[src/rtl/decode_stage_if.sv]
// decode_stage_if: fetch-to-decode instruction bundle plus the stall/redirect feedback to fetch
//   master (fetch)  : drives i_* instruction fields, receives o_stall, o_br_taken, o_br_target
//   slave  (decode) : consumes i_* fields, drives the stall/redirect feedback
interface decode_stage_if #(
    parameter int XLEN  = 32,
    parameter int NREG  = 32,
    parameter int IMM_W = 16,
    parameter int JT_W  = 26
);
    localparam int AW = $clog2(NREG);
    logic             i_valid;
    logic [XLEN-1:0]  i_pc4;
    logic [AW-1:0]    i_rs, i_rt, i_rd;
    logic             i_use_rs, i_use_rt;
    logic [IMM_W-1:0] i_imm;
    logic [JT_W-1:0]  i_jt;
    logic             i_sign, i_wra_sel, i_we, i_is_load;
    logic [2:0]       i_brop;
    logic             o_stall, o_br_taken;
    logic [XLEN-1:0]  o_br_target;
    modport master (
        output i_valid, i_pc4, i_rs, i_rt, i_rd, i_use_rs, i_use_rt, i_imm, i_jt,
               i_sign, i_wra_sel, i_we, i_is_load, i_brop,
        input  o_stall, o_br_taken, o_br_target
    );
    modport slave (
        input  i_valid, i_pc4, i_rs, i_rt, i_rd, i_use_rs, i_use_rt, i_imm, i_jt,
               i_sign, i_wra_sel, i_we, i_is_load, i_brop,
        output o_stall, o_br_taken, o_br_target
    );
endinterface

[src/rtl/decode_stage.sv]
// decode_stage: ID stage with register file, EX/MEM/WB forwarding, load-use stall, decode-time branches and stall counter
//   clk, rstn        : clock, asynchronous active-low reset
//   fif (slave)      : instruction fields from fetch; stall / redirect back to fetch
//   i_ex_*, i_mem_*  : forwarding sources (an EX load has no data yet and is never forwarded)
//   i_wb_*           : register-file write port, also forwarded as write-through
//   o_*              : decoded instruction toward EX plus the saturating stall-cycle count
module decode_stage #(
    parameter  int XLEN  = 32,
    parameter  int NREG  = 32,
    parameter  int IMM_W = 16,
    parameter  int JT_W  = 26,
    localparam int AW    = $clog2(NREG)
) (
    input  logic             clk,
    input  logic             rstn,
    decode_stage_if.slave    fif,
    input  logic             i_ex_we,
    input  logic             i_ex_load,
    input  logic [AW-1:0]    i_ex_addr,
    input  logic [XLEN-1:0]  i_ex_data,
    input  logic             i_mem_we,
    input  logic [AW-1:0]    i_mem_addr,
    input  logic [XLEN-1:0]  i_mem_data,
    input  logic             i_wb_we,
    input  logic [AW-1:0]    i_wb_addr,
    input  logic [XLEN-1:0]  i_wb_data,
    output logic             o_valid,
    output logic [XLEN-1:0]  o_rd1,
    output logic [XLEN-1:0]  o_rd2,
    output logic [XLEN-1:0]  o_imm,
    output logic [AW-1:0]    o_wra,
    output logic             o_we,
    output logic             o_is_load,
    output logic [15:0]      o_stall_cnt
);
    typedef struct packed {
        logic             valid;
        logic [XLEN-1:0]  pc4;
        logic [AW-1:0]    rs;
        logic [AW-1:0]    rt;
        logic [AW-1:0]    rd;
        logic             use_rs;
        logic             use_rt;
        logic [IMM_W-1:0] imm;
        logic [JT_W-1:0]  jt;
        logic             sign;
        logic             wra_sel;
        logic             we;
        logic             is_load;
        logic [2:0]       brop;
    } dec_t;

    dec_t            r_d, w_in;
    logic [XLEN-1:0] r_rf [NREG];
    logic [15:0]     r_stall_cnt;
    logic [XLEN-1:0] w_a, w_b, w_sext, w_target;
    logic            w_stall, w_cond, w_valid, w_taken;

    always_comb begin
        w_in = '{valid: fif.i_valid, pc4: fif.i_pc4, rs: fif.i_rs, rt: fif.i_rt, rd: fif.i_rd,
                 use_rs: fif.i_use_rs, use_rt: fif.i_use_rt, imm: fif.i_imm, jt: fif.i_jt,
                 sign: fif.i_sign, wra_sel: fif.i_wra_sel, we: fif.i_we, is_load: fif.i_is_load,
                 brop: fif.i_brop};
    end

    // Youngest producer wins; WB forwarding makes a same-cycle write visible before the array updates.
    always_comb begin
        w_a = (r_d.rs == '0) ? '0 :
              (i_ex_we && !i_ex_load && i_ex_addr == r_d.rs) ? i_ex_data :
              (i_mem_we && i_mem_addr == r_d.rs) ? i_mem_data :
              (i_wb_we && i_wb_addr == r_d.rs) ? i_wb_data : r_rf[r_d.rs];
        w_b = (r_d.rt == '0) ? '0 :
              (i_ex_we && !i_ex_load && i_ex_addr == r_d.rt) ? i_ex_data :
              (i_mem_we && i_mem_addr == r_d.rt) ? i_mem_data :
              (i_wb_we && i_wb_addr == r_d.rt) ? i_wb_data : r_rf[r_d.rt];
    end

    // A stall suppresses the branch so it re-resolves next cycle with the MEM-forwarded load data.
    always_comb begin
        w_stall  = r_d.valid && i_ex_we && i_ex_load && i_ex_addr != '0 &&
                   ((r_d.use_rs && r_d.rs == i_ex_addr) || (r_d.use_rt && r_d.rt == i_ex_addr));
        w_cond   = (r_d.brop == 3'd1) ? (w_a == w_b) :
                   (r_d.brop == 3'd2) ? (w_a != w_b) :
                   (r_d.brop == 3'd3) ? (w_a[XLEN-1] || w_a == '0) :
                   (r_d.brop == 3'd4) ? (!w_a[XLEN-1] && w_a != '0) :
                   (r_d.brop == 3'd5 || r_d.brop == 3'd6);
        w_valid  = r_d.valid && !w_stall;
        w_taken  = w_valid && w_cond;
        w_sext   = {{(XLEN-IMM_W){r_d.imm[IMM_W-1]}}, r_d.imm};
        w_target = (r_d.brop >= 3'd1 && r_d.brop <= 3'd4) ? r_d.pc4 + (w_sext << 2) :
                   (r_d.brop == 3'd5) ? (((r_d.pc4 >> (JT_W + 2)) << (JT_W + 2)) | (XLEN'(r_d.jt) << 2)) :
                   (r_d.brop == 3'd6) ? w_a : '0;
    end

    assign fif.o_stall     = w_stall;
    assign fif.o_br_taken  = w_taken;
    assign fif.o_br_target = w_target;
    assign o_valid         = w_valid;
    assign o_rd1           = w_a;
    assign o_rd2           = w_b;
    assign o_imm           = r_d.sign ? w_sext : {{(XLEN-IMM_W){1'b0}}, r_d.imm};
    assign o_wra           = r_d.wra_sel ? r_d.rd : r_d.rt;
    assign o_we            = r_d.we && w_valid;
    assign o_is_load       = r_d.is_load && w_valid;
    assign o_stall_cnt     = r_stall_cnt;

    // A taken branch replaces the instruction fetched behind it with a bubble.
    always_ff @(posedge clk or negedge rstn) begin
        if (!rstn) begin
            r_d         <= '0;
            r_stall_cnt <= '0;
        end else begin
            r_d         <= w_taken ? '0 : w_stall ? r_d : w_in;
            r_stall_cnt <= (w_stall && r_stall_cnt != 16'hFFFF) ? r_stall_cnt + 16'd1 : r_stall_cnt;
        end
    end

    always_ff @(posedge clk or negedge rstn) begin
        if (!rstn) begin
            for (int k = 0; k < NREG; k++) r_rf[k] <= '0;
        end else if (i_wb_we && i_wb_addr != '0) begin
            r_rf[i_wb_addr] <= i_wb_data;
        end
    end
endmodule

[src/flat_wrapper.sv]
// flat-port wrapper written by rule: the top's interface ports become plain ports
module decode_stage_flat 
#(
    parameter  int XLEN  = 32,
    parameter  int NREG  = 32,
    parameter  int IMM_W = 16,
    parameter  int JT_W  = 26,
    localparam int AW    = $clog2(NREG)
)
  (clk, rstn, i_ex_we, i_ex_load, i_ex_addr, i_ex_data, i_mem_we, i_mem_addr, i_mem_data, i_wb_we, i_wb_addr, i_wb_data, o_valid, o_rd1, o_rd2, o_imm, o_wra, o_we, o_is_load, o_stall_cnt, fif_i_valid, fif_i_pc4, fif_i_rs, fif_i_rt, fif_i_rd, fif_i_use_rs, fif_i_use_rt, fif_i_imm, fif_i_jt, fif_i_sign, fif_i_wra_sel, fif_i_we, fif_i_is_load, fif_i_brop, fif_o_stall, fif_o_br_taken, fif_o_br_target);
  decode_stage_if #(.XLEN(XLEN), .NREG(NREG), .IMM_W(IMM_W), .JT_W(JT_W)) fif_i ();
  input  logic clk;
  input  logic rstn;
  input  logic i_ex_we;
  input  logic i_ex_load;
  input  logic [AW-1:0] i_ex_addr;
  input  logic [XLEN-1:0] i_ex_data;
  input  logic i_mem_we;
  input  logic [AW-1:0] i_mem_addr;
  input  logic [XLEN-1:0] i_mem_data;
  input  logic i_wb_we;
  input  logic [AW-1:0] i_wb_addr;
  input  logic [XLEN-1:0] i_wb_data;
  output logic o_valid;
  output logic [XLEN-1:0] o_rd1;
  output logic [XLEN-1:0] o_rd2;
  output logic [XLEN-1:0] o_imm;
  output logic [AW-1:0] o_wra;
  output logic o_we;
  output logic o_is_load;
  output logic [15:0] o_stall_cnt;
  input wire logic [$bits(fif_i.i_valid)-1:0] fif_i_valid;
  input wire logic [$bits(fif_i.i_pc4)-1:0] fif_i_pc4;
  input wire logic [$bits(fif_i.i_rs)-1:0] fif_i_rs;
  input wire logic [$bits(fif_i.i_rt)-1:0] fif_i_rt;
  input wire logic [$bits(fif_i.i_rd)-1:0] fif_i_rd;
  input wire logic [$bits(fif_i.i_use_rs)-1:0] fif_i_use_rs;
  input wire logic [$bits(fif_i.i_use_rt)-1:0] fif_i_use_rt;
  input wire logic [$bits(fif_i.i_imm)-1:0] fif_i_imm;
  input wire logic [$bits(fif_i.i_jt)-1:0] fif_i_jt;
  input wire logic [$bits(fif_i.i_sign)-1:0] fif_i_sign;
  input wire logic [$bits(fif_i.i_wra_sel)-1:0] fif_i_wra_sel;
  input wire logic [$bits(fif_i.i_we)-1:0] fif_i_we;
  input wire logic [$bits(fif_i.i_is_load)-1:0] fif_i_is_load;
  input wire logic [$bits(fif_i.i_brop)-1:0] fif_i_brop;
  output wire logic [$bits(fif_i.o_stall)-1:0] fif_o_stall;
  output wire logic [$bits(fif_i.o_br_taken)-1:0] fif_o_br_taken;
  output wire logic [$bits(fif_i.o_br_target)-1:0] fif_o_br_target;
  assign fif_i.i_valid = fif_i_valid;
  assign fif_i.i_pc4 = fif_i_pc4;
  assign fif_i.i_rs = fif_i_rs;
  assign fif_i.i_rt = fif_i_rt;
  assign fif_i.i_rd = fif_i_rd;
  assign fif_i.i_use_rs = fif_i_use_rs;
  assign fif_i.i_use_rt = fif_i_use_rt;
  assign fif_i.i_imm = fif_i_imm;
  assign fif_i.i_jt = fif_i_jt;
  assign fif_i.i_sign = fif_i_sign;
  assign fif_i.i_wra_sel = fif_i_wra_sel;
  assign fif_i.i_we = fif_i_we;
  assign fif_i.i_is_load = fif_i_is_load;
  assign fif_i.i_brop = fif_i_brop;
  assign fif_o_stall = fif_i.o_stall;
  assign fif_o_br_taken = fif_i.o_br_taken;
  assign fif_o_br_target = fif_i.o_br_target;
  decode_stage #(.XLEN(XLEN), .NREG(NREG), .IMM_W(IMM_W), .JT_W(JT_W)) u_core (.clk(clk), .rstn(rstn), .fif(fif_i), .i_ex_we(i_ex_we), .i_ex_load(i_ex_load), .i_ex_addr(i_ex_addr), .i_ex_data(i_ex_data), .i_mem_we(i_mem_we), .i_mem_addr(i_mem_addr), .i_mem_data(i_mem_data), .i_wb_we(i_wb_we), .i_wb_addr(i_wb_addr), .i_wb_data(i_wb_data), .o_valid(o_valid), .o_rd1(o_rd1), .o_rd2(o_rd2), .o_imm(o_imm), .o_wra(o_wra), .o_we(o_we), .o_is_load(o_is_load), .o_stall_cnt(o_stall_cnt));
endmodule
[config.mk]
export PLATFORM = sky130hd
export DESIGN_NAME = decode_stage_flat
export DESIGN_NICKNAME = d
export VERILOG_FILES = /design/src/rtl/decode_stage_if.sv /design/src/rtl/decode_stage.sv /design/src/flat_wrapper.sv
export SDC_FILE = /design/constraint.sdc
export NUM_CORES = 2
export LEC_CHECK = 0
export BUFFER_PORTS_ARGS = -buffer_cell sky130_fd_sc_hd__buf_2
export CAP_MARGIN = 20
export CORE_MARGIN = 5
export CORE_UTILIZATION = 32
export DETAILED_ROUTE_END_ITERATION = 12
export SYNTH_ARGS = -nofsm -noshare
export SYNTH_HDL_FRONTEND = slang
export SYNTH_SLANG_ARGS = --single-unit
[constraint.sdc]
create_clock -name clk -period 7.1 [get_ports clk]
set_input_delay 1.775 -clock clk [delete_from_list [all_inputs] [get_ports clk]]
set_output_delay 1.775 -clock clk [all_outputs]
set_load 0.05 [all_outputs]
; Yosys cells after proc, flatten, opt, wreduce, memory -nomap -nowiden
; Cells that the tools add are included.
[word_totals]
reg_bits = 1139
latch_bits = 0
mem_bits_rw = 0
rom_bits = 0
input_bits = 216
out_inout_bits = 154
memories = 0
[classes]
n_addsub = 2
multipliers = 0
div = 0
magnitude_cmp = 6
n_eq_ne = 18
shifts = 0
mux = 28
bitwise_logic = 4
reduce_logical = 34
[ops]
columns = operator, n
row1 = $bwmux W1024, 1
row2 = $mux W32, 17
row3 = $bmux W32 S5, 2
row4 = $mux W99, 2
row5 = $demux W32 S5, 1
row6 = $eq A5 B5 Y1, 8
row7 = $add A32 B32 Y32, 1
row8 = $eq A32 B32 Y1, 1
row9 = $logic_not A32 Y1, 1
row10 = $ne A32 B32 Y1, 1
row11 = $or A32 B28 Y32, 1
row12 = $reduce_bool A32 Y1, 1
row13 = $logic_and A1 B1 Y1, 22
row14 = $ge A6 B6 Y1 const B, 3
row15 = $not A5 Y6, 3
row16 = $add A16 B1 Y16 const B, 1
row17 = $ne A16 B16 Y1 const B, 1
row18 = $logic_not A5 Y1, 2
row19 = $reduce_bool A5 Y1, 2
row20 = $eq A3 B3 Y1 const B, 3
row21 = $eq A3 B2 Y1 const B, 2
row22 = $lt A6 B1 Y1 const B, 1
row23 = $mux W5, 1
row24 = $mux W1, 4
row25 = 6 further kinds, 10

; Depth between registers and ports, before layout
[depth]
word_depth = 16
mapped_depth = 21
ltp_nobuf = 15

; Least setup slack after synthesis
; OpenSTA, ideal clock, no wires.
[synth_path]
path_kind = input port to output port
from = in i_wb_addr[2]
to = out fif_o_br_taken
t_arrival_ns = 5.873
required_ns = 5.325
path_slack_ns = -0.548
path_stages = 15
n_path_buf = 4
cell_sequence = clkbuf_1 -> xnor2_1 -> nand4_1 -> a211oi_2 -> buf_2 -> a221oi_1 -> o32ai_1 -> xor2_1 -> nor4_1 -> and4_1 -> nand4_1 -> o21a_1 -> nor3_1 -> buf_6 -> buf_6
[synth_between]
elab_chain_len = 13
[synth_lines]
columns = element, line_no
row1 = from (decl), flat_wrapper.sv:22  ; input logic [AW-1:0] i_wb_addr;
row2 = $eq A5 B5 Y1 (*), decode_stage.sv:71  ; (i_wb_we && i_wb_addr == r_d.rs) ? i_wb_data : r_rf[r_d.rs];
row3 = $logic_and A1 B1 Y1 (*), decode_stage.sv:71
row4 = $mux W32 (*), decode_stage.sv:71
row5 = $mux W32 (*), decode_stage.sv:70  ; (i_mem_we && i_mem_addr == r_d.rs) ? i_mem_data :
row6 = $mux W32 (*), decode_stage.sv:69  ; (i_ex_we && !i_ex_load && i_ex_addr == r_d.rs) ? i_ex_data :
row7 = $mux W32 (*), decode_stage.sv:68  ; w_a = (r_d.rs == '0) ? '0 :
row8 = net o_rd1[4], flat_wrapper.sv:25  ; output logic [XLEN-1:0] o_rd1;
row9 = $reduce_bool A32 Y1, decode_stage.sv:85  ; (r_d.brop == 3'd4) ? (!w_a[XLEN-1] && w_a != '0) :
row10 = $logic_and A1 B1 Y1, decode_stage.sv:85
row11 = $mux W1, decode_stage.sv:85
row12 = $mux W1, decode_stage.sv:84  ; (r_d.brop == 3'd3) ? (w_a[XLEN-1] || w_a == '0) :
row13 = $mux W1, decode_stage.sv:83  ; (r_d.brop == 3'd2) ? (w_a != w_b) :
row14 = $mux W1 (*), decode_stage.sv:82  ; w_cond = (r_d.brop == 3'd1) ? (w_a == w_b) :
row15 = $logic_and A1 B1 Y1 (*), decode_stage.sv:88  ; w_taken = w_valid && w_cond;
row16 = to (decl), flat_wrapper.sv:47  ; output wire logic [$bits(fif_i.o_br_taken)-1:0] fif_o_br_taken;
; Mark *: on every way through the listed nets, which the timed path passes. The rest lies on a longest branch.

; Worst setup path in the final report
[layout_path]
from = reg u_core.r_d[61] (netlist name)
to = out fif_o_br_taken
[layout_between]
elab_chain_len = 15
[layout_lines]
columns = element, line_no
row1 = from (decl), decode_stage.sv:53  ; dec_t r_d, w_in;
row2 = from (signal assigned), decode_stage.sv:113  ; r_d <= w_taken ? '0 : w_stall ? r_d : w_in;
row3 = $not A5 Y6 (not written as such), decode_stage.sv:71
row4 = $bmux W32 S5, decode_stage.sv:71
row5 = $mux W32 (not written as such) (2 in a row), decode_stage.sv:71
row6 = $mux W32, decode_stage.sv:71
row7 = $mux W32, decode_stage.sv:70
row8 = $mux W32, decode_stage.sv:69
row9 = $mux W32, decode_stage.sv:68
row10 = $reduce_bool A32 Y1 / $logic_not A1 Y1 (equally long branches), decode_stage.sv:85
row11 = $logic_and A1 B1 Y1, decode_stage.sv:85
row12 = $mux W1, decode_stage.sv:85
row13 = $mux W1, decode_stage.sv:84
row14 = $mux W1, decode_stage.sv:83
row15 = $mux W1, decode_stage.sv:82
row16 = $logic_and A1 B1 Y1 (*), decode_stage.sv:88
; Every way passes the cells marked *; elsewhere a longest branch is shown, timed or not. The select of a mux whose other input is x is not followed.

==> out/metrics.csv <==
stage;metric;value;unit
outcome;status;finished, violations left;
outcome;violations;negative setup slack;
setup_path;cp_max_fo;17;
cts;hold_buffers;0;
detailed_routing;ant_nets;0;
global_routing;gr-usage-all-layers;28.2;%
synthesis;synth.distinct_cells;90;
sta;clock.fmax;0.135;GHz
setup_path;cpMostUsedCell;buf_4;
synthesis;yosysTopAreaCell;dfrtp_1;
sta;fin_crit_sh;104;%
sta;worst_clock_skew;0.0593;ns
synthesis;synth_area_per_cell;12.8;µm²
detailed_routing;avgViaCountPerCell;6.15;
synthesis;yosys_warnings;0;
hold_path;hp-start;u_core.r_rf[998];
synthesis;synth_area_leaders;dfrtp_1 (44%), mux2_2 (17%), mux4_2 (15%), mux2i_1 (2.8%), clkbuf_1 (2.0%);
power;ir_drop;0.260;mV
floorplanning;start_util;32.1;%
floorplanning;core;204000;µm²
setup_path;crit_chain;buf_12 > buf_4 > mux4_2 > o221ai_1 > a2111oi_0 > buf_4 > nor4_1 > nand3_1 > o21ai_1 > a31oi_1 > o211ai_1 > o311ai_2 > nor3_4 > buf_6 > buf_8;
sta;report.final.slew_viol_count;0;
global_routing;gr-total-overflow;0;
setup_path;cp_data_arrival_time;5.64;ns
detailed_routing;drc_errors;0;
synthesis;synth_cells;5132;
setup_path;r2r-start;u_core.r_d[61];
cts;cts_tree;built;
global_routing;grt_pass1_vias;51308;
synthesis;synth-edff-count;0;
sta;slew_headroom;19.0;%
power;comb_power_share;38.2;%
setup_path;cp-end-kind;output port;
detailed_routing;first_pass_iters;8;
power;p_switching;9620;µW
global_routing;grt_max_degree;197;
cts;htree_levels;4;
power;internal-power;15800;µW
synthesis;synth_nets;5379;
cts;cts_buffers;130;
setup_path;cp_slowest_cell;dfrtp_4;
global_routing;grt_pass1_wl;421000;µm
placement;dpl_cell_area;72900;µm²
cts;cts.path.max_buffers;3;
detailed_routing;wl_per_cell;36.6;µm
power;leakage;0.0338;µW
sta;hold_viol;0;
finish;stdcell_area;78500;µm²
synthesis;seq_area_frac_synth;43.5;%
floorplanning;die_h;462;µm
sta;period_needed;7.42;ns
finish;nets;5871;
cts;clk_pin_slew;0.07;ns
global_routing;antenna_found_initial;57;
synthesis;synth_area;65500;µm²
sta;rsz0062_at_grt;true;
setup_path;cp.required;5.33;ns
floorplanning;rows;166;
detailed_routing;drtIter0Drc;6997;
sta;hold_ws;0.396;ns
setup_path;worst_setup_path_start_kind;flop;
placement;hpwl;218000;µm
job;cap_violations;0;
cts;cts_sinks;1139;
sta;worst_slew_pin_slew;1.22;ns
floorplanning;die_area;214000;µm²
synthesis;synthArstFlopShare;100;%
power;p_seq_share;34.2;%
placement;gp_congestion;1.02;
setup_path;cp-startpoint;u_core.r_d[61];
detailed_routing;vias;51974;
sta;setup_slack;-0.317;ns
synthesis;ys.flop_type;dfrtp_1;
sta;setup_viol;1;
power;netSwitchingFraction;37.9;%
placement;portBuffers;369;
cts;clock_latency;0.83;ns
floorplanning;fp.dieW;462;µm
synthesis;ys_ff_latch;1139;
setup_path;critPathKind;reg -> out;
hold_path;holdCritPathClass;reg -> reg;
floorplanning;io_pins;370;
power;p_per_area;323;nW/µm²
sta;timing.setup.tns;-0.317;ns
synthesis;synth_top_area_share;43.5;%
power;pwr-share-clk;27.6;%
setup_path;max_stage_delay;0.56;ns
detailed_routing;routed_wl;309000;µm
finish;area_delta_synth_final;19.9;%
finish;drive_gt1_share;48.6;%
cts;root_buffer;clkbuf_16;
[cells in the mapped netlist (12+ instances only)]
library cell,number
inv_1,66
o211ai_1,29
o221ai_1,34
buf_2,70
buf_4,70
nand3_1,57
o22ai_1,110
clkbuf_1,342
and3_1,25
o32a_1,13
nor2b_1,32
a21o_1,14
a21oi_1,79
mux2i_1,181
nor3_2,90
and2_1,12
buf_1,19
nand4_1,21
nor4_1,13
a221oi_1,53
o22a_1,31
a22o_1,12
buf_6,40
nand2b_1,23
ha_1,30
mux4_2,427
a31oi_1,18
nand3b_1,18
or4_1,15
nand2_1,175
nor2_1,312
o21ai_0,130
mux2_2,993
a211oi_1,25
nor3_1,40
a22oi_1,82
xor2_1,20
xnor2_1,75
dfrtp_1,1139
[repair_timing]
action                     4_1_cts  5_1_grt
gates cloned                     1        1
resized for setup               93       33
setup buffers                   31       13
pin swaps                       36       22
setup endpoints to repair        2        2
[metal layers]
layer	GRT usage [%]	wire length [µm]
met1	35.3	117000
met2	42.2	137000
met3	7.69	29600
met4	20.2	25900
met5	0	120
[worst max-delay path, delay by kind of cell (launching register included)]
family	cells	cell delay, ns
compound gates	6	1.76
buf+inv	5	1.03
simple gates	3	0.91
flops	1	0.56
mux	1	0.51
[stage by stage]
stage | total power (µW) | setup slack, ns | std cells | util [%]
2_1_floorplan | 14100 | -0.0275 | 5132 | -
3_3_place_gp | 17900 | -0.658 | 8133 | 35.7
3_5_place_dp | 18000 | -0.683 | 8134 | 35.7
4_1_cts | 25200 | -0.180 | 8398 | 38.2
5_1_grt | 26100 | -0.453 | 8438 | 38.4
6_report | 25400 | -0.317 | 8449 | 38.4
[final timing paths]
check | endpoint | slack (ns) | depth (start not counted)
max | fif_o_br_taken | -0.32 | 15
min | u_core.r_rf[998] | 0.40 | 0
max reg2reg | u_core.r_d[72] | 0.58 | 17
min reg2reg | u_core.r_rf[998] | 0.40 | 0
max in group asynchronous | u_core.r_rf[143] | 4.44 | 2
min in group asynchronous | u_core.r_rf[562] | 1.02 | 1
[registers in the layout, indices dropped and copies added, names as in the netlist]
| signal | count |
|---|---|
| u_core.o_stall_cnt | 16 |
| u_core.r_d | 99 |
| u_core.r_rf | 1024 |
[placed cells by master (no fill, tap or decap), types with 35 or more instances in the layout]
| cell type | n |
|---|---|
| dfrtp_1 | 1128 |
| mux2_2 | 993 |
| buf_4 | 465 |
| mux4_2 | 427 |
| buf_2 | 339 |
| nor2_1 | 290 |
| mux2i_1 | 181 |
| nand2_1 | 155 |
| clkbuf_16 | 131 |
| o21ai_0 | 123 |
| o22ai_1 | 107 |
| nor3_2 | 90 |
| a22oi_1 | 82 |
| a21oi_1 | 76 |
| buf_12 | 75 |
| inv_1 | 64 |
| xnor2_1 | 60 |
| nand3_1 | 56 |
| a221oi_1 | 41 |
| nor3_1 | 38 |
| diode_2 | 35 |
[layout make-up]
class	instances	area, µm²
diodes	35	87.6
multi-input cells	3379	34700
fillers	19399	126000
clock buffers	184	3660
well taps	2688	3360
flip-flops and latches	1139	28500
inverters	70	269
repair buffers	904	7070
clock inverters	50	747
[cell families after synthesis]
| logic type | share of synthesized area [%] |
|---|---|
| mux | 34.5 |
| flops | 43.5 |
| simple gates | 7.22 |
| compound gates | 8.29 |
| buf+inv | 4.54 |
| xor+xnor | 1.27 |
| fa+ha+maj | 0.604 |
[power groups by stage]
| stage | clock (µW) | sequential, µW | combinational, µW |
|---|---|---|---|
| floorplan | 0 | 8340 | 5710 |
| global placement | 0 | 8690 | 9180 |
| detailed placement | 0 | 8770 | 9240 |
| CTS | 7070 | 8630 | 9470 |
| global route | 7340 | 8790 | 9980 |
| finish | 7000 | 8680 | 9700 |
Power figures use the tool's default switching activity.
